==> src/rtl/button_event_arbiter.sv <==
// -----------------------------------------------------------------------------
// button_event_arbiter
//   Debounces four active-low push buttons, turns each accepted press into a
//   toggle flip plus a pending event, and offers pending events one at a time
//   on a valid/ready channel using round-robin arbitration.
//
//   clk       : rising-edge system clock
//   rst       : asynchronous active-high reset
//   btn[3:0]  : raw buttons, active low, asynchronous to clk
//   evt_ready : consumer accepts the offered event
//   evt_valid : an event is offered on evt_id
//   evt_id    : index of the offered button
//   toggle_q  : per-button toggle, flips once per accepted press
//   overflow  : one-cycle pulse when a press hits an already pending button
// -----------------------------------------------------------------------------

// Per-button synchronizer + debouncer. o_press is a one-cycle strobe that is
// high in the cycle whose closing edge sets the debounced state 0->1.
module button_event_debounce #(
    parameter int DEBOUNCE_CYCLES = 3,
    parameter int CW              = $clog2(DEBOUNCE_CYCLES)
) (
    input  logic clk,
    input  logic rst,
    input  logic i_btn_n,
    output logic o_stable,
    output logic o_press
);
    localparam logic [CW-1:0] CNT_MAX = CW'(DEBOUNCE_CYCLES - 1);

    logic          r_sync1, r_sync2, r_stable;
    logic [CW-1:0] r_cnt;
    logic          w_flip;

    assign w_flip   = (r_sync2 != r_stable) && (r_cnt == CNT_MAX);
    assign o_press  = w_flip && !r_stable;
    assign o_stable = r_stable;

    always_ff @(posedge clk or posedge rst) begin
        if (rst) begin
            r_sync1  <= 1'b0;
            r_sync2  <= 1'b0;
            r_stable <= 1'b0;
            r_cnt    <= '0;
        end else begin
            r_sync1 <= ~i_btn_n;
            r_sync2 <= r_sync1;
            if (r_sync2 == r_stable) begin
                r_cnt <= '0;
            end else if (w_flip) begin
                r_stable <= r_sync2;
                r_cnt    <= '0;
            end else begin
                r_cnt <= r_cnt + 1'b1;
            end
        end
    end
endmodule

module button_event_arbiter #(
    parameter int DEBOUNCE_CYCLES = 3
) (
    input  logic       clk,
    input  logic       rst,
    input  logic [3:0] btn,
    input  logic       evt_ready,
    output logic       evt_valid,
    output logic [1:0] evt_id,
    output logic [3:0] toggle_q,
    output logic       overflow
);
    localparam int NUM_LANES = 4;

    typedef enum logic {S_IDLE, S_OFFER} state_t;

    state_t               r_state;
    logic [NUM_LANES-1:0] r_pending, r_toggle;
    logic [1:0]           r_last, r_evt_id;
    logic                 r_evt_valid, r_overflow;

    logic [NUM_LANES-1:0] w_stable, w_press, w_clr;
    logic [1:0]           w_win, w_idx;
    logic                 w_found, w_any, w_grant;

    for (genvar g = 0; g < NUM_LANES; g++) begin : g_lane
        button_event_debounce #(.DEBOUNCE_CYCLES(DEBOUNCE_CYCLES)) u_db (
            .clk      (clk),
            .rst      (rst),
            .i_btn_n  (btn[g]),
            .o_stable (w_stable[g]),
            .o_press  (w_press[g])
        );
    end

    // Round robin: scan upward starting one past the last granted button.
    always_comb begin
        w_win   = r_last + 2'd1;
        w_idx   = '0;
        w_found = 1'b0;
        for (int k = 1; k <= NUM_LANES; k++) begin
            w_idx = r_last + 2'(k);
            if (!w_found && r_pending[w_idx]) begin
                w_win   = w_idx;
                w_found = 1'b1;
            end
        end
    end

    assign w_any   = |r_pending;
    // A new winner is taken from IDLE, or from OFFER on the handshake edge.
    assign w_grant = w_any && ((r_state == S_IDLE) || evt_ready);
    assign w_clr   = w_grant ? (NUM_LANES'(1) << w_win) : '0;

    // Press is OR-ed after the grant clear so a press landing on the grant
    // edge of the same button survives; only a press onto a still-pending
    // (not being cleared) bit is dropped and flagged.
    always_ff @(posedge clk or posedge rst) begin
        if (rst) begin
            r_pending  <= '0;
            r_toggle   <= '0;
            r_overflow <= 1'b0;
        end else begin
            r_pending  <= (r_pending & ~w_clr) | w_press;
            r_toggle   <= r_toggle ^ w_press;
            r_overflow <= |(w_press & r_pending & ~w_clr);
        end
    end

    always_ff @(posedge clk or posedge rst) begin
        if (rst) begin
            r_state     <= S_IDLE;
            r_last      <= 2'd3;
            r_evt_id    <= '0;
            r_evt_valid <= 1'b0;
        end else begin
            case (r_state)
                S_IDLE: begin
                    if (w_any) begin
                        r_evt_id    <= w_win;
                        r_last      <= w_win;
                        r_evt_valid <= 1'b1;
                        r_state     <= S_OFFER;
                    end
                end
                S_OFFER: begin
                    if (evt_ready) begin
                        if (w_any) begin
                            r_evt_id <= w_win;
                            r_last   <= w_win;
                        end else begin
                            r_evt_valid <= 1'b0;
                            r_state     <= S_IDLE;
                        end
                    end
                end
                default: begin
                    r_evt_valid <= 1'b0;
                    r_state     <= S_IDLE;
                end
            endcase
        end
    end

    assign evt_valid = r_evt_valid;
    assign evt_id    = r_evt_id;
    assign toggle_q  = r_toggle;
    assign overflow  = r_overflow;
endmodule

==> config.mk <==
export PLATFORM = sky130hd
export DESIGN_NAME = button_event_arbiter
export DESIGN_NICKNAME = d
export VERILOG_FILES = /design/src/rtl/button_event_arbiter.sv
export SDC_FILE = /design/constraint.sdc
export NUM_CORES = 1
export LEC_CHECK = 0
export BUFFER_PORTS_ARGS = -buffer_cell sky130_fd_sc_hd__clkbuf_2
export CORE_MARGIN = 2
export CORE_UTILIZATION = 27
export DETAILED_ROUTE_END_ITERATION = 12
export GPL_TIMING_DRIVEN = 0
export HOLD_SLACK_MARGIN = 0.15
export SETUP_SLACK_MARGIN = 0.1
export SYNTH_ARGS = -nofsm -noshare
export SYNTH_HDL_FRONTEND = slang
export SYNTH_SLANG_ARGS = --single-unit
export TNS_END_PERCENT = 20
==> constraint.sdc <==
create_clock -name clk -period 5.8 [get_ports clk]
set_clock_uncertainty 0.15 [all_clocks]
set_input_delay 0.58 -clock clk [delete_from_list [all_inputs] [get_ports clk]]
set_output_delay 0.58 -clock clk [all_outputs]
set_load 0.01 [all_outputs]
==> results.json <==
{
  "status": "complete, no violations",
  "crit_fanout": 5,
  "initial_core_util": 0.282,
  "fmax_mhz": 512,
  "row_count": 26,
  "core_um2": 5140,
  "p_int_mw": 0.669,
  "post_drt_wl_per_cell_um": 11.4,
  "diodes": 0,
  "synth_edf_count": 0,
  "yosys.area.top_type": "dfrtp_1",
  "regToRegStartpoint": "r_last[0]$_DFFE_PP1P_",
  "grt_use_total": 0.0937,
  "final_max_slew_viol_count": 0,
  "routed_wirelength_mm": 2.44,
  "clk_latency_ns": 0.29,
  "rsz0062_at_grt": "no",
  "period_needed_ns": 1.95,
  "switching_power_mw": 0.329,
  "drv_cap": 0,
  "cts_root_buf": "clkbuf_8",
  "num_vias": 948,
  "nets": 150,
  "clkTransAtPathRegs_ns": 0.07,
  "grt_pass1_wl_mm": 4.31,
  "worstMarginPinSlew_ns": 0.589,
  "synthCells": 120,
  "hold_class": "reg -> reg",
  "min_path_cells": 0,
  "die_area_um2": 5970,
  "synth.most_common_cell": "dfrtp_1",
  "ant_nets": 0,
  "synthTopCellsByCount": "dfrtp_1 (33), inv_1 (10), nand2b_1 (7), o21ai_0 (6), xnor2_1 (5)",
  "tritoncts": "yes",
  "setup_tns_ns": 0,
  "synthTopCellsByArea": "dfrtp_1 (57%), dfstp_2 (3.6%), mux2_2 (3.1%)",
  "crit_required_ns": 5.84,
  "comb_power_share": 0.316,
  "first_pass_iters": 4,
  "io_buffers": 14,
  "cts_buffer_depth": 2,
  "syn_to_final_growth_pct": 22.9,
  "grt_pass1_vias": 956,
  "critPathArrivalTime_ns": 1.99,
  "timing.final.crit_share": 0.337,
  "dpl.hpwl_mm": 1.76,
  "drt_iter0_drc": 51,
  "reg2regPathDepth": 5,
  "regToRegSetupSlack_ns": 3.85,
  "yosysSeqAreaShare": 0.606,
  "yosysTopAreaCellShare": 0.570,
  "nFillCells": 545,
  "cts.sinks": 35,
  "gp_congestion": 0.738,
  "leakage_nw": 0.821,
  "pwr-share-seq": 0.425,
  "switching_share": 0.329,
  "setup.worst_path.start_class": "flip-flop",
  "synth_seq_cells": 35,
  "hold_violations": 0,
  "antenna_found_initial": 0,
  "crit_path_end_kind": "flip-flop",
  "synth_flop_cell": "dfrtp_1",
  "post-route-drc-count": 0,
  "cts_buffers": 5,
  "cp-endpoint": "r_pending[1]$_DFF_PP0_",
  "synth_cell_types": 31,
  "h-tree-depth": 2,
  "synth.avg_cell_area_um2": 12.1,
  "ir_worst_vdd_mv": 0.199,
  "synth-async-reset-ratio": 1.00,
  "worstSetupStartpoint": "r_last[0]$_DFFE_PP1P_",
  "die_height_um": 77.3,
  "fin_cells": 214,
  "slew-limit-headroom": 0.602,
  "p_clk_frac": 0.259,
  "die_w_um": 77.3,
  "r2r-end": "r_pending[1]$_DFF_PP0_",
  "synth_area_um2": 1450,
  "boundaryPins": 15,
  "synth-warning-count": 0,
  "dp_cells": 204,
  "drive_gt1_frac": 0.229,
  "grt_max_degree": 36,
  "crit_type": "reg -> reg",
  "syn_nets": 127,
  "power_density_nw_per_um2": 560,
  "grt_overflow_total": 0,
  "vias_per_cell": 4.43,
  "setup_violations": 0
}
[worst min path at each step]
| stage | from | to | slack, ns |
|---|---|---|---|
| 3_5_place_dp | g_lane[0].u_db.r_sync1$_DFF_PP0_ | g_lane[0].u_db.r_sync2$_DFF_PP0_ | 0.19 |
| 2_1_floorplan | g_lane[0].u_db.r_sync1$_DFF_PP0_ | g_lane[0].u_db.r_sync2$_DFF_PP0_ | 0.18 |
| 3_3_place_gp | g_lane[0].u_db.r_sync1$_DFF_PP0_ | g_lane[0].u_db.r_sync2$_DFF_PP0_ | 0.18 |
| 4_1_cts | g_lane[0].u_db.r_sync1$_DFF_PP0_ | g_lane[0].u_db.r_sync2$_DFF_PP0_ | 0.21 |
| 5_1_grt | g_lane[3].u_db.r_sync1$_DFF_PP0_ | g_lane[3].u_db.r_sync2$_DFF_PP0_ | 0.21 |
| 6_report | g_lane[3].u_db.r_sync1$_DFF_PP0_ | g_lane[3].u_db.r_sync2$_DFF_PP0_ | 0.20 |
[layout by cell type, fill, tap and decap left out, types with 3 or more instances in the layout]
| cell | synthesis | routed |
|---|---|---|
| xnor2_1 | 5 | 5 |
| o21ai_0 | 6 | 6 |
| dfrtp_1 | 33 | 33 |
| o211ai_1 | 3 | 3 |
| nor3_1 | 4 | 4 |
| a21o_1 | 3 | 3 |
| mux2_2 | 4 | 4 |
| clkbuf_8 | 0 | 5 |
| nor2b_1 | 4 | 4 |
| nand2_1 | 3 | 3 |
| inv_1 | 10 | 9 |
| nor2_1 | 4 | 4 |
| nand2b_1 | 7 | 7 |
| clkbuf_2 | 0 | 14 |
| nor4bb_1 | 3 | 3 |
| nor3b_1 | 4 | 4 |
| xor2_1 | 4 | 4 |
[power by group through the flow]
stage               clock network, mW  logic (mW)  registers, mW
finish                          0.259       0.315          0.424
global route                    0.276       0.357          0.439
CTS                             0.266       0.317          0.424
detailed placement                  0       0.315          0.429
global placement                    0       0.302          0.417
floorplan                           0       0.231          0.420
[what timing repair did]
item | CTS | global route
setup endpoints to repair | 0 | 0
hold buffers | 0 | 1
resized for setup | 0 | 0
setup buffers | 0 | 0
hold endpoints to repair | 0 | 13
[cell type report]
| class | count | area (um^2) | share of cell area |
|---|---|---|---|
| flip-flops and latches | 35 | 878 | 0.493 |
| multi-input cells | 74 | 529 | 0.297 |
| repair buffers | 16 | 108 | 0.0604 |
| well taps | 70 | 87.6 | 0.0492 |
| clock buffers | 5 | 68.8 | 0.0387 |
| clock inverters | 3 | 67.6 | 0.0379 |
| inverters | 11 | 41.3 | 0.0232 |
[worst max-delay path, stage by stage, from the launching register on]
cell and delay [ns]:
dfstp_2 0.58, nand2b_1 0.15, a31oi_1 0.13, or2_1 0.29, or3b_1 0.38, a21o_1 0.18
[state kept, by name (all words and copies together), names as in the netlist]
| signal | cells |
|---|---|
| g_lane.u_db.r_sync2 | 4 |
| g_lane.u_db.r_sync1 | 4 |
| r_state | 1 |
| evt_valid | 1 |
| g_lane.u_db.o_stable | 4 |
| overflow | 1 |
| r_last | 2 |
| evt_id | 2 |
| toggle_q | 4 |
| r_pending | 4 |
| g_lane.u_db.r_cnt | 8 |
[routing by layer]
metal,routed length [um],GRT usage,part of all wire,vias up
met2,1200,0.147,0.49,16
met1,1070,0.110,0.44,466
met3,95,0.0318,0.039,6
met5,0,0,0,-
li1,-,-,-,460
met4,67,0.0589,0.027,0
[per-stage QoR]
stage,hold WS (ns),total power [mW],setup WS (ns),util,instance area (um^2)
6_report,0.203,0.998,3.85,0.346,1780
5_1_grt,0.207,1.07,3.69,0.346,1780
3_5_place_dp,0.190,0.744,3.85,0.313,1610
3_3_place_gp,0.184,0.718,3.86,0.313,1610
2_1_floorplan,0.181,0.651,3.97,-,1450
4_1_cts,0.206,1.01,3.86,0.339,1740
[cell families after synthesis]
group,count (synthesis),share of synthesized area
xor gates and xnor gates,9,0.0544
muxes,4,0.0311
and+or+nand+nor,38,0.173
buffers and inverters,11,0.0285
DFF,35,0.606
AOI/OAI and AO/OA,23,0.107
(Power assumes the default switching activity.)
